--- config.mk ---
export PLATFORM = sky130hd
export DESIGN_NAME = fpu_request_arbiter_flat
export DESIGN_NICKNAME = d
export VERILOG_FILES = /design/src/rtl/fpu_request_arbiter_if.sv /design/src/rtl/fpu_request_arbiter.sv /design/src/flat_wrapper.sv
export SDC_FILE = /design/constraint.sdc
export NUM_CORES = 1
export LEC_CHECK = 0
export ABC_AREA = 1
export ABC_CLOCK_PERIOD_IN_PS = 4710
export CAP_MARGIN = 20
export CORE_UTILIZATION = 42
export CTS_BUF_LIST = sky130_fd_sc_hd__clkbuf_4 sky130_fd_sc_hd__clkbuf_8
export CTS_CLUSTER_SIZE = 30
export DETAILED_ROUTE_END_ITERATION = 7
export PLACE_DENSITY = 0.94
export RECOVER_POWER = 25
export REMOVE_ABC_BUFFERS = 1
export SLEW_MARGIN = 20
export SYNTH_ARGS = -nofsm -noshare
export SYNTH_HDL_FRONTEND = slang
export SYNTH_SLANG_ARGS = --single-unit
--- constraint.sdc ---
create_clock -name clk -period 4.71 [get_ports clk]
set_input_delay 0.942 -clock clk [delete_from_list [all_inputs] [get_ports clk]]
set_output_delay 0.942 -clock clk [all_outputs]
set_load 0.02 [all_outputs]
--- src/rtl/fpu_request_arbiter_if.sv ---
// Requester-side bundle of the FPU arbiter: two request ports plus the shared response bus.
// The arbiter takes the slave modport, requesters take master.
interface fpu_request_arbiter_if #(
    parameter int WIDTH = 32
);
    logic [1:0]       req_valid;
    logic [1:0]       req_op0;
    logic [1:0]       req_op1;
    logic [WIDTH-1:0] req_a0;
    logic [WIDTH-1:0] req_b0;
    logic [WIDTH-1:0] req_a1;
    logic [WIDTH-1:0] req_b1;
    logic [1:0]       req_ready;
    logic [1:0]       resp_valid;
    logic [WIDTH-1:0] resp_data;
    logic             resp_timeout;
    logic             busy;

    modport master (
        output req_valid, req_op0, req_op1, req_a0, req_b0, req_a1, req_b1,
        input  req_ready, resp_valid, resp_data, resp_timeout, busy
    );

    modport slave (
        input  req_valid, req_op0, req_op1, req_a0, req_b0, req_a1, req_b1,
        output req_ready, resp_valid, resp_data, resp_timeout, busy
    );
endinterface

--- src/rtl/fpu_request_arbiter.sv ---
// Two-port round-robin arbiter/sequencer in front of one shared Fixed_Point_Unit.
// One operation in flight; operands held until fpu_ready, watchdog retires stuck ops.
module fpu_request_arbiter #(
    parameter int WIDTH          = 32,
    parameter int TIMEOUT_CYCLES = 64
) (
    input  logic                clk,
    input  logic                reset,
    fpu_request_arbiter_if.slave rq,
    output logic [WIDTH-1:0]    fpu_operand_1,
    output logic [WIDTH-1:0]    fpu_operand_2,
    output logic [1:0]          fpu_operation,
    input  logic [WIDTH-1:0]    fpu_result,
    input  logic                fpu_ready
);
    localparam logic [1:0] FPU_ADD = 2'b00;
    localparam logic [7:0] CNT_LAST = 8'(TIMEOUT_CYCLES - 1);

    typedef enum logic [1:0] {IDLE, ISSUE, WAIT, RESP} state_t;

    state_t           state;
    logic             last_grant;
    logic             gnt_q;
    logic             gnt_sel;
    logic             accept;
    logic [1:0]       op_q;
    logic [WIDTH-1:0] a_q;
    logic [WIDTH-1:0] b_q;
    logic [7:0]       cnt;
    logic [WIDTH-1:0] resp_data_q;
    logic             resp_timeout_q;

    logic [1:0][1:0]       port_op;
    logic [1:0][WIDTH-1:0] port_a;
    logic [1:0][WIDTH-1:0] port_b;

    assign port_op = {rq.req_op1, rq.req_op0};
    assign port_a  = {rq.req_a1, rq.req_a0};
    assign port_b  = {rq.req_b1, rq.req_b0};

    // Under contention the port that did not win last time goes next.
    always_comb begin
        if (&rq.req_valid) gnt_sel = ~last_grant;
        else               gnt_sel = rq.req_valid[1];
    end

    assign accept       = (state == IDLE) && (|rq.req_valid);
    assign rq.req_ready = accept ? (2'b01 << gnt_sel) : 2'b00;

    always_ff @(posedge clk or posedge reset) begin
        if (reset) begin
            state          <= IDLE;
            last_grant     <= 1'b1;
            gnt_q          <= 1'b0;
            op_q           <= FPU_ADD;
            a_q            <= '0;
            b_q            <= '0;
            cnt            <= '0;
            resp_data_q    <= '0;
            resp_timeout_q <= 1'b0;
        end else begin
            case (state)
                IDLE: begin
                    if (accept) begin
                        gnt_q      <= gnt_sel;
                        last_grant <= gnt_sel;
                        op_q       <= port_op[gnt_sel];
                        a_q        <= port_a[gnt_sel];
                        b_q        <= port_b[gnt_sel];
                        state      <= ISSUE;
                    end
                end
                // fpu_ready may still be stale from the previous op here, so it is not looked at.
                ISSUE: begin
                    cnt   <= '0;
                    state <= WAIT;
                end
                WAIT: begin
                    if (fpu_ready) begin
                        resp_data_q    <= fpu_result;
                        resp_timeout_q <= 1'b0;
                        state          <= RESP;
                    end else if (cnt == CNT_LAST) begin
                        resp_data_q    <= '0;
                        resp_timeout_q <= 1'b1;
                        state          <= RESP;
                    end else begin
                        cnt <= cnt + 8'd1;
                    end
                end
                RESP: state <= IDLE;
                default: state <= IDLE;
            endcase
        end
    end

    // In IDLE the FPU sees a harmless 0 + 0 instead of the last operation.
    assign fpu_operation   = (state == IDLE) ? FPU_ADD : op_q;
    assign fpu_operand_1   = (state == IDLE) ? '0 : a_q;
    assign fpu_operand_2   = (state == IDLE) ? '0 : b_q;

    assign rq.resp_valid   = (state == RESP) ? (2'b01 << gnt_q) : 2'b00;
    assign rq.resp_data    = resp_data_q;
    assign rq.resp_timeout = resp_timeout_q;
    assign rq.busy         = (state != IDLE);
endmodule

--- src/flat_wrapper.sv ---
// flat-port wrapper written by rule: the top's interface ports become plain ports
module fpu_request_arbiter_flat 
#(
    parameter int WIDTH          = 32,
    parameter int TIMEOUT_CYCLES = 64
)
  (clk, reset, fpu_operand_1, fpu_operand_2, fpu_operation, fpu_result, fpu_ready, rq_req_valid, rq_req_op0, rq_req_op1, rq_req_a0, rq_req_b0, rq_req_a1, rq_req_b1, rq_req_ready, rq_resp_valid, rq_resp_data, rq_resp_timeout, rq_busy);
  fpu_request_arbiter_if #(.WIDTH(WIDTH)) rq_i ();
  input  logic clk;
  input  logic reset;
  output logic [WIDTH-1:0] fpu_operand_1;
  output logic [WIDTH-1:0] fpu_operand_2;
  output logic [1:0] fpu_operation;
  input  logic [WIDTH-1:0] fpu_result;
  input  logic fpu_ready;
  input wire logic [$bits(rq_i.req_valid)-1:0] rq_req_valid;
  input wire logic [$bits(rq_i.req_op0)-1:0] rq_req_op0;
  input wire logic [$bits(rq_i.req_op1)-1:0] rq_req_op1;
  input wire logic [$bits(rq_i.req_a0)-1:0] rq_req_a0;
  input wire logic [$bits(rq_i.req_b0)-1:0] rq_req_b0;
  input wire logic [$bits(rq_i.req_a1)-1:0] rq_req_a1;
  input wire logic [$bits(rq_i.req_b1)-1:0] rq_req_b1;
  output wire logic [$bits(rq_i.req_ready)-1:0] rq_req_ready;
  output wire logic [$bits(rq_i.resp_valid)-1:0] rq_resp_valid;
  output wire logic [$bits(rq_i.resp_data)-1:0] rq_resp_data;
  output wire logic [$bits(rq_i.resp_timeout)-1:0] rq_resp_timeout;
  output wire logic [$bits(rq_i.busy)-1:0] rq_busy;
  assign rq_i.req_valid = rq_req_valid;
  assign rq_i.req_op0 = rq_req_op0;
  assign rq_i.req_op1 = rq_req_op1;
  assign rq_i.req_a0 = rq_req_a0;
  assign rq_i.req_b0 = rq_req_b0;
  assign rq_i.req_a1 = rq_req_a1;
  assign rq_i.req_b1 = rq_req_b1;
  assign rq_req_ready = rq_i.req_ready;
  assign rq_resp_valid = rq_i.resp_valid;
  assign rq_resp_data = rq_i.resp_data;
  assign rq_resp_timeout = rq_i.resp_timeout;
  assign rq_busy = rq_i.busy;
  fpu_request_arbiter #(.WIDTH(WIDTH), .TIMEOUT_CYCLES(TIMEOUT_CYCLES)) u_core (.clk(clk), .reset(reset), .rq(rq_i), .fpu_operand_1(fpu_operand_1), .fpu_operand_2(fpu_operand_2), .fpu_operation(fpu_operation), .fpu_result(fpu_result), .fpu_ready(fpu_ready));
endmodule
Word-level counts from Yosys, hierarchy flattened
Index checks and enable logic that the tools add are counted.

operators by class
  add/subtract/negate cells = 1
  magnitude comparators = 1
  equality and inequality tests = 8
  shifts and indexed selects = 2
  mux-type cells = 23
  bitwise gates (word level) = 1
  reductions and logical operators = 11

operators with widths
  cell                                                                          count
  32-bit two-way mux                                                            8
  2-bit two-way mux                                                             8
  8-bit two-way mux                                                             2
  8-bit one-hot mux with 2 select lines                                         1
  8-bit by 1-bit adder with 8-bit output, second input constant                 1
  8-bit by 6-bit equality test with 1-bit output, second input constant         1
  2-bit one-hot mux with 4 select lines                                         1
  2-bit AND reduction                                                           4
  2-bit nonzero test                                                            3
  2-bit equality test, second input constant                                    2
  2-bit != test, second input constant                                          2
  1-bit by 1-bit << shifter with 2-bit output, first input constant             2
  1-bit two-way mux                                                             3
  3-bit by 2-bit != test with 1-bit output, second input constant               1
  3-bit AND reduction                                                           1
  2-bit by 1-bit equality test with 1-bit output, second input constant         1
  2-bit zero test                                                               1
  1-bit by 2-bit less-than comparator with 1-bit output, second input constant  1
  2-bit by 1-bit != test with 1-bit output, second input constant               1
  2-bit OR reduction                                                            1
  1-bit logical AND                                                             1
  1-bit NOT                                                                     1

word-level totals
  flip-flop bits (word level) = 111
  bits of input ports = 169
  output and inout bits = 104
  word-level logic and storage cells = 56

Longest topological paths before layout
  depth in word-level cells = 4
  gate-level depth with buffers = 9
  depth with buffers taken out = 8

Worst setup path after synthesis
Ideal clock, no wire load.

  path kind = in2out
  start point = input rq_req_valid[1]
  end point = output rq_req_ready[1]
  arrival = 1503 ps
  data required time = 3768 ps
  setup slack = 2265 ps
  stages = 4
  buffers on the path = 1
  cells stage by stage = a21boi_2 nand2_1 inv_2 buf_2

on the way
  word-level cells in the longest chain between the ends = 4
  elaborated cells between the ends (all ways) = 6
  classes of those cells = 1 x shift; 2 x mux; 3 x reduce/logical

ends and longest elaborated chain
  element                                      line                       text
  start: declaration                           flat_wrapper.sv:16         input wire logic [$bits(rq_i.req_valid)-1:0] rq_req_valid;
  2-bit AND reduction                          fpu_request_arbiter.sv:43  if (&rq.req_valid) gnt_sel = ~last_grant;
  1-bit two-way mux                            fpu_request_arbiter.sv:43
  1-bit by 1-bit << shifter with 2-bit output  fpu_request_arbiter.sv:48  assign rq.req_ready = accept ? (2'b01 << gnt_sel) : 2'b00;
  2-bit two-way mux (*)                        fpu_request_arbiter.sv:48
  end: declaration                             flat_wrapper.sv:23         output wire logic [$bits(rq_i.req_ready)-1:0] rq_req_ready;

Mark *: on every way between the ends. The rest lies on a longest branch, timed or not.

Final worst setup path
  start point = register u_core.state[0]
  end point = output fpu_operand_1[8]

on the way
  word-level cells in the longest chain between the ends = 2

ends and longest elaborated chain
  element                   line                       text
  start: declaration        fpu_request_arbiter.sv:21  state_t state;
  start signal: assignment  fpu_request_arbiter.sv:52  state <= IDLE;
  start signal: assignment  fpu_request_arbiter.sv:70  state <= ISSUE;
  start signal: assignment  fpu_request_arbiter.sv:76  state <= WAIT;
  2-bit zero test           fpu_request_arbiter.sv:99  assign fpu_operand_1 = (state == IDLE) ? '0 : a_q;
  32-bit two-way mux        fpu_request_arbiter.sv:99
  end: declaration          flat_wrapper.sv:11         output logic [WIDTH-1:0] fpu_operand_1;

No other way between the ends.

==> run summary <==
Hold Path End: u_core.last_grant
simple-gate area share of the yosys netlist: 25.85%
total gr overflow: 0
drt first pass iters: 5
kind of critical path: reg -> out
CP bufs+invs: 3
Synth top area share: 49.46%
commonest non-fill, non-tap cell in the layout: clkdlybuf4s50_1
Area after DPL: 8328 µm²
final worst path period share: 85.73%
final layout net count: 1,105
endpoint type of the worst setup path: primary output
delay of the slowest critical-path stage: 0.88 ns
WHS Path Cells: 2
Crit-path slowest cell: ha_1
Detailed Route Iter0 Violations: 274
DRT antenna net count: 0
CP startpoint kind: flip-flop
CP required: 3.77 ns
drt drc: 0
Multi-input gate area: 2223 µm²
Post-Layout Cell Count: 1,107
final hold violations: 0
min Tclk post-route: 4.038 ns
status: finished, violations left
Rel. slew slack: -42.53%
All-Layer GR Usage: 24.05%
R2R depth: 6
Routed WL per cell: 14.68 µm
Worst R2R End: u_core.a_q[31]
PD cells: 628.5 nW/µm²
Max Cap Violations: 1
Compound-Gate Fraction of Synth Area: 12.77%
H-tree Lvls: 3
vias in the first global route: 5,369
Leak: 3.879 nW
failing checks: capacitance limit, slew limit
CP arrival: 3.10 ns
Clk Tree Root Cell: clkbuf_8
most frequent cells in the layout: clkdlybuf4s50_1 (271), nand2_1 (237), dfrtp_1 (110)
XOR/XNOR Fraction of Synth Area: 0.1574%
vias post-DR: 5,348
Layout Utilization: 66.58%
clk_skew: 0.01396 ns
Worst-path clk slew: 0.10 ns
syn_area_per_cell: 8.208 µm²
fmax: 247.7 MHz
largest net degree at the start of global routing: 67
RSZ-0062 raised after global routing: false
Area growth, synth to finish: 52.81%
Yosys top cell by area: dfrtp_1
Crit path max-delay family: buffers and inverters
layout cell share with drive strength beyond 1: 6.631%
Min-Delay Path Class: reg -> reg
Finish-stage setup viols: 0
# rows: 41
FILL cells: 987
Slew @ Worst Pin: 2.126 ns
Peak VDD IR: 0.4131 mV
die area: 13,710 µm²
first-pass GRT wire length: 25,220 µm
Yosys reg bits: 111
Seq/Total Area, Yosys: 49.93%
cells after synthesis: 678
clock latency on the worst-skew pair: 0.38 ns
die width: 117.1 µm
Ys Warns: 0
number of port buffers: 272
Post-Place Cells: 1,091
cell chain of the critical path: inv_1 > ha_1 > buf_4 > nor2_1 > clkdlybuf4s50_1
drt total wl: 16,250 µm
CTS max path bufs: 2
Synth Area in Adders: 1.349%
Cell Area, Synth: 5565 µm²
r2r setup slk: 1.73 ns
hold wc startpoint: u_core.last_grant
Starting Density: 43.57%
Pwr Total: 5.345 mW
FF/Latch Area: 2779 µm²
fin. max-slew vios: 49
Antenna Cells: 0
detailed placer's ending HPWL: 11,880 µm
Core ar.: 12,770 µm²
via/cell ratio: 4.831
crit-path max FO: 46
number of buffers created by CTS: 9
initial antenna violation count: 0
IO Pins: 273
Chip Height: 117.1 µm
main combinational cell family by area after synthesis: simple AND/OR/NAND/NOR gates
mux share of post-synthesis cell area: 0%
clk sink count: 111
placer congestion estimate: 0.8019
most area-consuming cells after synthesis: dfrtp_1 (49%), nand2_1 (16%), o211ai_2 (6.7%)
CTS resizes: 0
# hold bufs at CTS: 0
cell area after layout: 8504 µm²
library cells used by synthesis: 26
TNS Setup: 0 ns
Post-CTS Setup Repair Bufs: 0
Reg-to-Reg Start: u_core.state[0]
CTS tree: built
## worst register-to-register path, stage by stage (launching register included)
cell and delay (ns):
dfrtp_1 0.43, inv_1 0.12, ha_1 0.88, o21ai_2 0.24, inv_2 0.64, buf_4 0.39, o211ai_1 0.14
## layout make-up
cell class	instances	area share [%]
Clock inverter	7	0.8386
Sequential cell	111	32.68
Clock buffer	9	1.457
Timing Repair Buffer	279	32.63
Tap cell	172	2.531
Multi-Input combinational cell	445	26.14
Inverter	84	3.722
## state kept, by name, summed over array words and instances (netlist names)
name and flops:
u_core.state 2, u_core.gnt_q 1, u_core.rq.resp_timeout 1, u_core.rq.resp_data 32, u_core.cnt 8, u_core.last_grant 1
u_core.op_q 2, u_core.b_q 32, u_core.a_q 32
## cell usage after synthesis
| cell type | number |
|---|---|
| a21boi_2 | 1 |
| a21oi_1 | 2 |
| buf_1 | 2 |
| buf_2 | 19 |
| buf_4 | 1 |
| buf_6 | 9 |
| clkbuf_1 | 7 |
| dfrtp_1 | 110 |
| dfstp_2 | 1 |
| ha_1 | 6 |
| inv_1 | 80 |
| inv_2 | 4 |
| nand2_1 | 235 |
| nand2_4 | 2 |
| nand3_1 | 42 |
| nand3_2 | 1 |
| nor2_1 | 80 |
| nor2_2 | 1 |
| nor3b_1 | 1 |
| o211ai_1 | 36 |
| o211ai_2 | 30 |
| o21ai_0 | 1 |
| o21ai_1 | 3 |
| o21ai_2 | 1 |
| o21bai_1 | 2 |
| xnor2_1 | 1 |
## how the worst max path moves through the flow
stage,slack (ns),to,depth (start not counted),start
final,0.67,fpu_operand_1[8],5,u_core.state[0]
after global routing,0.47,fpu_operand_2[6],5,u_core.state[0]
after CTS,0.96,fpu_operand_2[6],5,u_core.state[0]
after detailed placement,1.18,rq_req_ready[1],5,rq_req_valid[1]
after global placement,1.18,rq_req_ready[1],5,rq_req_valid[1]
after floorplan,0.32,rq_req_ready[0],4,u_core.state[0]
## report_power, final
| part | switching (mW) | internal (mW) | total, mW | leakage [nW] |
|---|---|---|---|---|
| clock network | 0.333 | 0.247 | 0.580 | 0.103 |
| registers | 0.177 | 1.39 | 1.57 | 1.38 |
| logic | 1.80 | 1.39 | 3.20 | 2.40 |
| total | 2.31 | 3.03 | 5.34 | 3.88 |
## logic make-up (layout without fill, tap and decap cells)
| group | after synthesis | count (layout) |
|---|---|---|
| AND/OR/NAND/NOR | 362 | 362 |
| flip-flops | 111 | 111 |
| buffers and inverters | 122 | 379 |
| AO/OA/AOI/OAI | 76 | 76 |
| XOR/XNOR | 1 | 1 |
| adder cells (fa/ha/maj) | 6 | 6 |
## layer usage
layer	vias up	global-route usage, %	routed length, µm
met2	202	44.10	8276
met3	34	7.775	1414
met1	2496	25.39	6126
li1	2616	-	-
met5	-	0	0
met4	0	9.873	430
## metrics by stage
| stage | setup WS, ns | hold WS, ns |
|---|---|---|
| final | 0.6721 | 0.4883 |
| after global routing | 0.4690 | 0.5101 |
| after CTS | 0.9644 | 0.4924 |
| after detailed placement | 1.181 | 0.4747 |
| after global placement | 1.181 | 0.4745 |
| after floorplan | 0.3247 | 0.4537 |
(Power assumes the default switching activity.)
